$ cat src/rtl/or_share_sched.sv
// or_share_sched: time-shared OR-reduction of up to four requesters' operands through one 1-bit OR stage
//   clk      rising-edge clock
//   rst_n    asynchronous active-low reset
//   req      request per requester (bit i = requester i)
//   data     operands, data[i*WIDTH +: WIDTH] belongs to requester i
//   gnt      one-hot grant to the requester being served, else 0
//   busy     high while an operation is in LOAD, REDUCE or DONE
//   done     one-cycle pulse marking result/done_id valid
//   result   OR of all bits of the granted operand
//   done_id  index of the requester result belongs to
module or_share_sched #(
    parameter int WIDTH = 4
) (
    input  logic               clk,
    input  logic               rst_n,
    input  logic [3:0]         req,
    input  logic [4*WIDTH-1:0] data,
    output logic [3:0]         gnt,
    output logic               busy,
    output logic               done,
    output logic               result,
    output logic [1:0]         done_id
);
    localparam int CW = $clog2(WIDTH + 1);
    typedef enum logic [1:0] {IDLE, LOAD, REDUCE, DONE} state_t;
    state_t state_q, state_d;
    logic [1:0] ptr_q, ptr_d, w_q, w_d, win;
    logic found;
    logic [WIDTH-1:0] sh_q, sh_d;
    logic acc_q, acc_d;
    logic [CW-1:0] cnt_q, cnt_d;
    logic [3:0] gnt_q, gnt_d;
    logic busy_q, busy_d, done_q, done_d, result_q, result_d;
    logic [1:0] done_id_q, done_id_d;
    // round-robin: first set req bit at or after ptr, 2-bit index wraps 3->0
    always_comb begin
        win = ptr_q;
        found = 1'b0;
        for (int k = 0; k < 4; k++) begin
            if (!found && req[ptr_q + 2'(k)]) begin
                win = ptr_q + 2'(k);
                found = 1'b1;
            end
        end
    end
    always_comb begin
        state_d = state_q;
        ptr_d = ptr_q;
        w_d = w_q;
        sh_d = sh_q;
        acc_d = acc_q;
        cnt_d = cnt_q;
        gnt_d = gnt_q;
        done_d = done_q;
        result_d = result_q;
        done_id_d = done_id_q;
        case (state_q)
            IDLE: begin
                if (|req) begin
                    w_d = win;
                    gnt_d = 4'b0001 << win;
                    state_d = LOAD;
                end
            end
            LOAD: begin
                sh_d = data[int'(w_q)*WIDTH +: WIDTH];
                acc_d = 1'b0;
                cnt_d = '0;
                state_d = REDUCE;
            end
            REDUCE: begin
                acc_d = acc_q | sh_q[0];
                sh_d = sh_q >> 1;
                cnt_d = cnt_q + 1'b1;
                if (cnt_q == CW'(WIDTH - 1)) begin
                    result_d = acc_q | sh_q[0];
                    done_id_d = w_q;
                    done_d = 1'b1;
                    state_d = DONE;
                end
            end
            DONE: begin
                ptr_d = w_q + 2'd1;
                gnt_d = 4'b0000;
                done_d = 1'b0;
                state_d = IDLE;
            end
            default: state_d = IDLE;
        endcase
        busy_d = state_d != IDLE;
    end
    always_ff @(posedge clk or negedge rst_n) begin
        if (!rst_n) begin
            state_q <= IDLE;
            ptr_q <= 2'd0;
            w_q <= 2'd0;
            sh_q <= '0;
            acc_q <= 1'b0;
            cnt_q <= '0;
            gnt_q <= 4'b0000;
            busy_q <= 1'b0;
            done_q <= 1'b0;
            result_q <= 1'b0;
            done_id_q <= 2'd0;
        end else begin
            state_q <= state_d;
            ptr_q <= ptr_d;
            w_q <= w_d;
            sh_q <= sh_d;
            acc_q <= acc_d;
            cnt_q <= cnt_d;
            gnt_q <= gnt_d;
            busy_q <= busy_d;
            done_q <= done_d;
            result_q <= result_d;
            done_id_q <= done_id_d;
        end
    end
    assign gnt = gnt_q;
    assign busy = busy_q;
    assign done = done_q;
    assign result = result_q;
    assign done_id = done_id_q;
endmodule

$ cat config.mk
export PLATFORM = sky130hd
export DESIGN_NAME = or_share_sched
export DESIGN_NICKNAME = d
export VERILOG_FILES = /design/src/rtl/or_share_sched.sv
export SDC_FILE = /design/constraint.sdc
export NUM_CORES = 1
export LEC_CHECK = 0
export CAP_MARGIN = 25
export CORE_MARGIN = 8
export CORE_UTILIZATION = 55
export CTS_CLUSTER_DIAMETER = 150
export DETAILED_ROUTE_END_ITERATION = 8
export DONT_BUFFER_PORTS = 1
export PLACE_DENSITY = 0.84
export SETUP_SLACK_MARGIN = 0.05
export SLEW_MARGIN = 25
export SYNTH_ARGS = -nofsm -noshare
export SYNTH_HDL_FRONTEND = slang
export SYNTH_SLANG_ARGS = --single-unit
$ cat constraint.sdc
create_clock -name clk -period 1.55 [get_ports clk]
set_input_delay 0.2325 -clock clk [delete_from_list [all_inputs] [get_ports clk]]
set_output_delay 0.2325 -clock clk [all_outputs]
set_load 0.01 [all_outputs]
## Word level (Yosys, flattened, before mapping)

Cells that the tools add are included.

- Flip-flop bits (word level): 23
- Output and inout port bits: 9
- Word-level logic and storage cells: 69

- Add/subtract/negate cells: 5
- Magnitude comparators: 4
- Equal/unequal tests: 6
- Shift-type cells: 2
- Muxes and demuxes: 24
- Bitwise gates (word level): 1
- Reductions and logical operators: 16

Operator list:

| operator | number |
|---|---|
| $pmux 4 s2 | 2 |
| $shiftx 16x5->4 | 1 |
| $lt 2x3->1 const B | 4 |
| $mux 2 | 5 |
| $bmux 1 s2 | 4 |
| $mux 1 | 8 |
| $pmux 2 s4 | 1 |
| $reduce_and 2->1 | 4 |
| $reduce_bool 2->1 | 4 |
| $pmux 3 s2 | 1 |
| $add 2x1->2 const B | 2 |
| $add 2x2->2 const B | 2 |
| $eq 2x2->1 const B | 2 |
| $mux 4 | 1 |
| $ne 2x2->1 const B | 2 |
| $pmux 1 s2 | 2 |
| $reduce_or 4->1 | 1 |
| $shl 1x2->4 const A | 1 |
| $add 3x1->3 const B | 1 |
| $eq 3x2->1 const B | 1 |
| $logic_and 1x1->1 | 3 |
| $logic_not 1->1 | 3 |
| $eq 2x1->1 const B | 1 |
| $logic_not 2->1 | 1 |
| $or 1x1->1 | 1 |

## Logic depth before layout (Yosys ltp)

Gate-level depths: netlist of run 1.

- Word-level depth: 15
- Depth in mapped cells: 6

## Least setup slack after synthesis of run 1

No wires, ideal clock.

- Path type: register to register
- Start: reg state_q[0]
- End: reg gnt_q[2] (netlist: gnt[2])
- Library setup time: 92 ps
- Data arrival time: 1495 ps
- Required time: 1458 ps
- Path slack: -37 ps
- Cell stages (with the launch flop): 6
- Clock period less this slack: 1587 ps
- Cell sequence: dfrtp_1 -> inv_1 -> ha_1 -> o41ai_4 -> or3_4 -> o31ai_2

- Longest elaborated chain between the ends: 3
- Elaborated cells between the ends (all ways): 6
- Those cells by class: 2 x eq/ne; 1 x mux; 3 x reduce/logical

RTL lines:

| item | RTL line | source |
|---|---|---|
| from (decl) | 26 | `state_t state_q, state_d;` |
| from (signal assigned) | 106 | `state_q <= state_d;` |
| $eq 2x2->1 / $logic_not 2->1 (equally long branches) | 57 | `case (state_q)` |
| $reduce_bool 2->1 (no source line) / $ne 2x2->1 (equally long branches) | - |  |
| $reduce_and 2->1 (no source line) | - |  |
| to (signal assigned) | 112 | `gnt_q <= gnt_d;` |
| to (decl) | 32 | `logic [3:0] gnt_q, gnt_d;` |

Several ways; a longest one is shown, not always the timed one.
A chain may end at the register's enable or synchronous reset.

## Worst setup path in the final report of run 1

- Start: reg ptr_q[1]
- End: reg gnt_q[2] (netlist: gnt[2])

- Longest elaborated chain between the ends: 15
- Elaborated cells between the ends (all ways): 26
- Those cells by class: 3 x add/sub; 1 x shift; 16 x mux; 6 x reduce/logical

RTL lines:

| item | RTL line | source |
|---|---|---|
| from (decl) | 27 | `logic [1:0] ptr_q, ptr_d, w_q, w_d, win;` |
| from (signal assigned) | 107 | `ptr_q <= ptr_d;` |
| branches (longest 11 deep; another with $add 2x1->2) | - |  |
| $mux 2 * | 40 | `if (!found && req[ptr_q + 2'(k)]) begin` |
| $shl 1x2->4 * | 61 | `gnt_d = 4'b0001 << win;` |
| $mux 4 * | 59 | `if (\|req) begin` |
| $pmux 4 s2 * | 57 |  |

Every way passes the cells marked *. The select of a mux whose other input is x is not followed.

==> impl_results.md, run 1 <==
* CP cell instances: nor2_1, a2111oi_4, or3_4, o31ai_4
* Worst setup path class: register to register
* Avg Inst Size Synth at 10.9 sq um
* Global placement routability congestion at 0.837
* WP data required at 1770 ps
* TritonCTS clock tree: done
* CTS Buffer Depth at 2
* Crit path capture type: register
* Final Cell Area at 1380 sq um
* Post-Syn Area at about 1300 sq um
* Slew headroom at 67.6%
* Worst-path fanout max at 4
* Final hold viol count at 0
* GR Overflow Total at 0
* Vias per inst at a little over 6
* Outcome: finished clean
* PD cells at 2070 nW/um^2
* Post-DR wirelength/cell at ~17 um
* Final net count at roughly 150
* Detailed placement HPWL at 2000 um
* Die X at 63.8 um
* Post-Syn Instances at 115
* Final min period at ~1500 ps
* Core Box Area at 2190 sq um
* Class of the worst hold path: primary input to register
* Sequential area share after synthesis at 45.9%
* Yosys warns at 0
* Final setup vio count at 0
* Num Clock Sinks at 23
* Synth unique cells at 35
* Fmax at 680 MHz
* I/O pin count at 31
* Clock buffer count from CTS at 3
* Static Leak at 0.587 nW
* Synth Flop Type: dfrtp_1
* Area fraction of the dominant cell type after synthesis at 45.9%
* Height of the die at 63.8 um
* Max cap viols at 0
* Clk root buf: clkbuf_4
* Clk_lat worst skew at about 300 ps
* Largest net degree at the start of global routing at 24
* First-pass GRT wire length at 4170 um
* Initial antenna violation count at 0
* Peak VDD IR at 0.00135 V
* Synth top area cells: dfrtp_1 (46%), mux4_2 (7.2%), ha_1 (5.0%)
* Clock-pin slew on the worst setup and hold paths at 120 ps
* DIE AREA at around 4100 sq um
* Residual DRC at 0
* Vias in the first global route at approximately 910
* FFs w/ async S/R, synth at 100%
* Slowest stage cell, crit path: dfrtp_1
* Row count at 17
* Number of port buffers at 0
* Initial DRC count at 30
* Setup_tns at 0 ps
* Via Count at ~900
* Critical Path Source Type: register
* Routed wire length at between 2000 and 3000 um
* Largest stage delay, worst path at roughly 430 ps
* Placed cell areas at 1290 sq um
* CP arrival at 1690 ps
* EDFF count, synth at 0
* Drt first pass iters at 4
* Skew final at between 1.5 and 2 ps
* Unrepaired setup endpoints after global routing: yes
* Tcrit/Tclk final at a little over nine tenths
* Initial core utilization at 57.3%
* Mapped Nets at 142
* Share of cells above drive strength 1 at 28.3%
* ANT cells at 0
* Dominant cell type by area after synthesis: dfrtp_1
* Final ANT Viol Nets at 0
* Worst-margin pin slew at 486 ps
* GRT Util Overall at 12.6%
* Final Max Slew Viols at 0
* Synth Register Bits at 23
* CTS H-tree lvls at 1
* Area Growth Syn to Fin at 10.2%
where the power goes:
group	leakage (nW)	total (mW)	switching, mW	internal, mW
logic	0.288	1.44	0.718	0.718
registers	0.281	1.16	0.284	0.871
clock network	0.0177	0.263	0.167	0.0961
state kept, by name (all words and copies together) (netlist names), 2 cells and up:
name and cells:
state_q 2, sh_q 4, gnt 4, w_q 2
done_id 2, ptr_q 2, cnt_q 3
kinds of logic after synthesis:
kind of cell    Yosys count  synth area share (%)
compound gates           33                  21.1
xor+xnor                  1                 0.698
fa+ha+maj                 5                  4.99
buf+inv                  16                  5.48
flops                    23                  45.9
mux                       7                  9.77
simple gates             30                  12.1
synth_stat cells (all sizes together), types with 2 or more instances:
master  count
a31oi       3
mux4        4
o31ai       4
mux2        2
and2b       2
buf         2
o211ai      5
nand2      13
o21ai       5
nor2        7
nand3       2
inv         9
dfrtp      23
a21oi       5
ha          5
clkbuf      5
o22ai       2
nor2b       3
per-stage QoR:
step | power (mW) | cells | hold slack [ps] | utilization, % | setup slack (ps)
after floorplan | 2.16 | 115 | -63.1 | - | 64.6
after global placement | 2.39 | 139 | -62.3 | 58.9 | 105
after detailed placement | 2.47 | 139 | -62.3 | 58.9 | 24.1
after CTS | 2.79 | 146 | 209 | 61.3 | 60.6
after global routing | 3.09 | 148 | 230 | 63.1 | 23.2
final | 2.86 | 148 | 252 | 63.1 | 78.8
critical path: cells and delay by family, from the launching register on:
kind             cells  cell delay, ps
AO/OA/AOI/OAI        2             330
AND/OR/NAND/NOR      2             630
flip-flops           1             430
area by class of cell:
type                            instances  area, sq um
Tap cell                               28         35.0
Multi-Input combinational cell         76          649
Sequential cell                        23          577
Clock buffer                            3         22.5
Clock inverter                          1         5.00
Fill cell                             160          808
Inverter                                9         33.8
Timing Repair Buffer                    8         60.1
cell usage in the layout, fill, tap and decap left out, drive strengths merged, types with 5 or more instances in the layout:
| cell | n |
|---|---|
| dfrtp | 23 |
| nand2 | 13 |
| inv | 9 |
| nor2 | 7 |
| buf | 7 |
| a21oi | 5 |
| o211ai | 5 |
| o21ai | 5 |
| ha | 5 |
metal layers:
layer  GRT usage (%)  share of wire, %  vias to the layer above
met1            14.6                38                      433
li1                -                 -                      422
met5               0                 0                        -
met4            2.79              0.31                        0
met2            21.3                51                       39
met3            5.05                10                        2
final timing paths:
path                                 startpoint  cells past startpoint             endpoint  slack (ps)
min in group asynchronous                 rst_n                      2   gnt[0]$_DFFE_PN0P_         410
max in group asynchronous                 rst_n                      2   w_q[0]$_DFFE_PN0P_         780
setup / recovery           ptr_q[1]$_DFFE_PN0P_                      4   gnt[2]$_DFFE_PN0P_          80
setup reg to reg           ptr_q[1]$_DFFE_PN0P_                      4   gnt[2]$_DFFE_PN0P_          80
hold / removal                           req[1]                      2   gnt[2]$_DFFE_PN0P_         250
hold reg to reg             sh_q[3]$_DFFE_PN0P_                      2  sh_q[2]$_DFFE_PN0P_         550
repair_timing:
action | in CTS | in global routing
hold buffers | 1 | 1
gates resized for setup | 1 | 7
buffers inserted | 2 | 1
endpoints found under the hold margin | 23 | 23
setup endpoints to repair | 2 | 7
pin swaps | 1 | 5
Note: power is estimated with default switching activity, not from simulation.
==> run 2, diff against run 1 <==
--- a/config.mk
+++ b/config.mk
@@ -8,12 +8,12 @@
 export CAP_MARGIN = 25
 export CORE_MARGIN = 8
 export CORE_UTILIZATION = 55
+export CTS_BUF_LIST = sky130_fd_sc_hd__clkbuf_4 sky130_fd_sc_hd__clkbuf_8 sky130_fd_sc_hd__clkbuf_16
 export CTS_CLUSTER_DIAMETER = 150
 export DETAILED_ROUTE_END_ITERATION = 8
 export DONT_BUFFER_PORTS = 1
 export PLACE_DENSITY = 0.84
 export SETUP_SLACK_MARGIN = 0.05
-export SLEW_MARGIN = 25
 export SYNTH_ARGS = -nofsm -noshare
 export SYNTH_HDL_FRONTEND = slang
 export SYNTH_SLANG_ARGS = --single-unit
==> run 2 against run 1 <==
Clock power barely moved. Die area did not move. Combinational power barely moved. Clock-buffer cell count did not move. Non-clock buffer count did not move. Core utilization rose by 0.29 points. Clock skew rose by 2.4 ps. First-iteration DRC count fell by 13%. Routed wire length rose by 0.23%. Hold slack got worse by 7.7 ps. Worst setup slack got worse by 6.7 ps. Largest power group unchanged.
==> impl_results.md, run 2 (synthesis gave the netlist of run 1 again) <==
* Outcome: finished clean
* CTS H-tree lvls at 1
* Comb pwr share at 50.3%
* Final min period at roughly 1500 ps
* Initial antenna violation count at 0
* Skew final at 3.96 ps
* Peak VDD IR at around 0.0013 V
* Residual DRC at 0
* Routed wire length at 2570 um
* Initial core utilization at between 50 and 60%
* Height of the die at 63.8 um
* Final Max Slew Viols at 0
* ANT cells at 0
* Number of port buffers at 0
* Worst-path fanout max at 4
* CTS Buffer Depth at 2
* Slowest stage cell, crit path: dfrtp_1
* Clock buffer count from CTS at 3
* Detailed placement HPWL at between 2000 and 2500 um
* Share of cells above drive strength 1 at 28.3%
* Reg2reg setup slack at 70 ps
* FF-to-FF End: gnt[2]$_DFFE_PN0P_
* Vias per inst at 6.06
* Vias in the first global route at 909
* TritonCTS clock tree: done
* CP cell instances: nor2_1, a2111oi_4, or3_4, o31ai_4
* Worst-margin pin slew at 391 ps
* Post-DR wirelength/cell at ~17 um
* WP data required at 1770 ps
* Setup_tns at 0 ps
* Crit path capture type: register
* Clk pwr share at 9.3%
* Static Leak at 0.589 nW
* CP endpoint: gnt[2]$_DFFE_PN0P_
* Delay-heaviest family, CP: simple AND/OR/NAND/NOR gates
* Commonest non-fill, non-tap cell in the layout: dfrtp_1
* GRT Util Overall at 12.6%
* Internal power at between 1.5 and 2 mW
* Worst setup path class: register to register
* Via Count at 897
* Row count at 17
* Hold slack at 245 ps
* I/O pin count at 31
* Worst reg2reg path depth at 4
* Clock-pin slew on the worst setup and hold paths at 120 ps
* Num Clock Sinks at 23
* Final setup vio count at 0
* Area Growth Syn to Fin at 10.7%
* Unrepaired setup endpoints after global routing: yes
* Largest stage delay, worst path at 430 ps
* Global placement routability congestion at roughly 0.84
* Die X at 63.8 um
* Clk root buf: clkbuf_4
* Crit. Startpoint: ptr_q[1]$_DFFE_PN0P_
* Final hold viol count at 0
* Crit Reg-Reg Startpoint: ptr_q[1]$_DFFE_PN0P_
* Final ANT Viol Nets at 0
* Initial DRC count at 26
* Max cap viols at 0
* Core Box Area at 2190 sq um
* PD cells at 2060 nW/um^2
* Critical Path Source Type: register
* Final net count at 148
* Slew headroom at 73.8%
* Clk_lat worst skew at 300 ps
* First-pass GRT wire length at 4170 um
* Worst path depth at 4
* Fmax at between 600 and 700 MHz
* Tcrit/Tclk final at 95.3%
* Net switching fraction of the power at 41.0%
* CP arrival at 1700 ps
* Class of the worst hold path: primary input to register
* Largest net degree at the start of global routing at 24
* Sw Pwr at 1.17 mW
* Drt first pass iters at 4
* Sequential power share at 40.5%
* DIE AREA at ~4100 sq um
* GR Overflow Total at 0
* CP bufs+invs at 0
* Most frequent cells in the layout: dfrtp_1 (22), nand2_1 (12), nor2_1 (7), inv_1 (6), buf_4 (6)
run 2: cell types whose count changed in the layout (fill, tap and decap cells not counted):
cell and delta:
buf_6 +1, buf_2 -1
run 2: repair_timing:
item                                    4_1_cts  5_1_grt
hold buffers                                  1        0
resized for setup                             1        7
pin swaps                                     1        5
endpoints found under the hold margin        23        0
gates cloned                                  0        0
setup buffers                                 2        1
endpoints found under the setup margin        2        7
run 2: worst min path at each step:
stage / from / cells past startpoint / end
floorplan: rst_n / 0 / acc_q$_DFFE_PN0P_
global placement: rst_n / 0 / gnt[0]$_DFFE_PN0P_
detailed placement: rst_n / 0 / gnt[0]$_DFFE_PN0P_
CTS: req[1] / 2 / gnt[2]$_DFFE_PN0P_
global route: req[1] / 2 / gnt[2]$_DFFE_PN0P_
finish: req[1] / 2 / gnt[2]$_DFFE_PN0P_
run 2: power groups by stage:
stage | Combinational [mW] | Sequential (mW) | Clock, mW
global route | 1.60 | 1.20 | 0.291
global placement | 1.25 | 1.14 | 0
floorplan | 1.11 | 1.05 | 0
detailed placement | 1.30 | 1.16 | 0
CTS | 1.37 | 1.15 | 0.274
finish | 1.44 | 1.16 | 0.265
run 2: layer usage:
layer	vias to the layer above	part of all wire [%]	global-route usage (%)	routed length (um)
met4	0	0	2.79	0
li1	420	-	-	-
met2	33	51	21.3	1320
met1	444	40	14.6	1030
met5	-	0	0	0
met3	0	8.6	5.05	220
run 2: layout make-up:
| cell class | count | area [sq um] |
|---|---|---|
| Clock buffer | 3 | 22.5 |
| Clock inverter | 1 | 5.00 |
| Fill cell | 159 | 802 |
| Inverter | 9 | 33.8 |
| Multi-Input combinational cell | 76 | 649 |
| Sequential cell | 23 | 577 |
| Tap cell | 28 | 35.0 |
| Timing Repair Buffer | 8 | 66.3 |
run 2: per-stage QoR:
stage                     instance area, sq um  std cells  total power, mW  utilization [%]  worst slack (ps)
after floorplan                           1270        115             2.16                -              64.6
after global placement                    1290        139             2.39             58.9               105
after detailed placement                  1290        139             2.47             58.9              24.1
after CTS                                 1340        146             2.79             61.3              60.6
after global routing                      1390        148             3.09             63.4              23.2
final                                     1390        148             2.86             63.4              72.1
run 2: worst register-to-register path, delay by kind of cell (launching register included):
kind             cells  cell delay (ps)
AO/OA/AOI/OAI        2              330
flip-flops           1              430
AND/OR/NAND/NOR      2              630
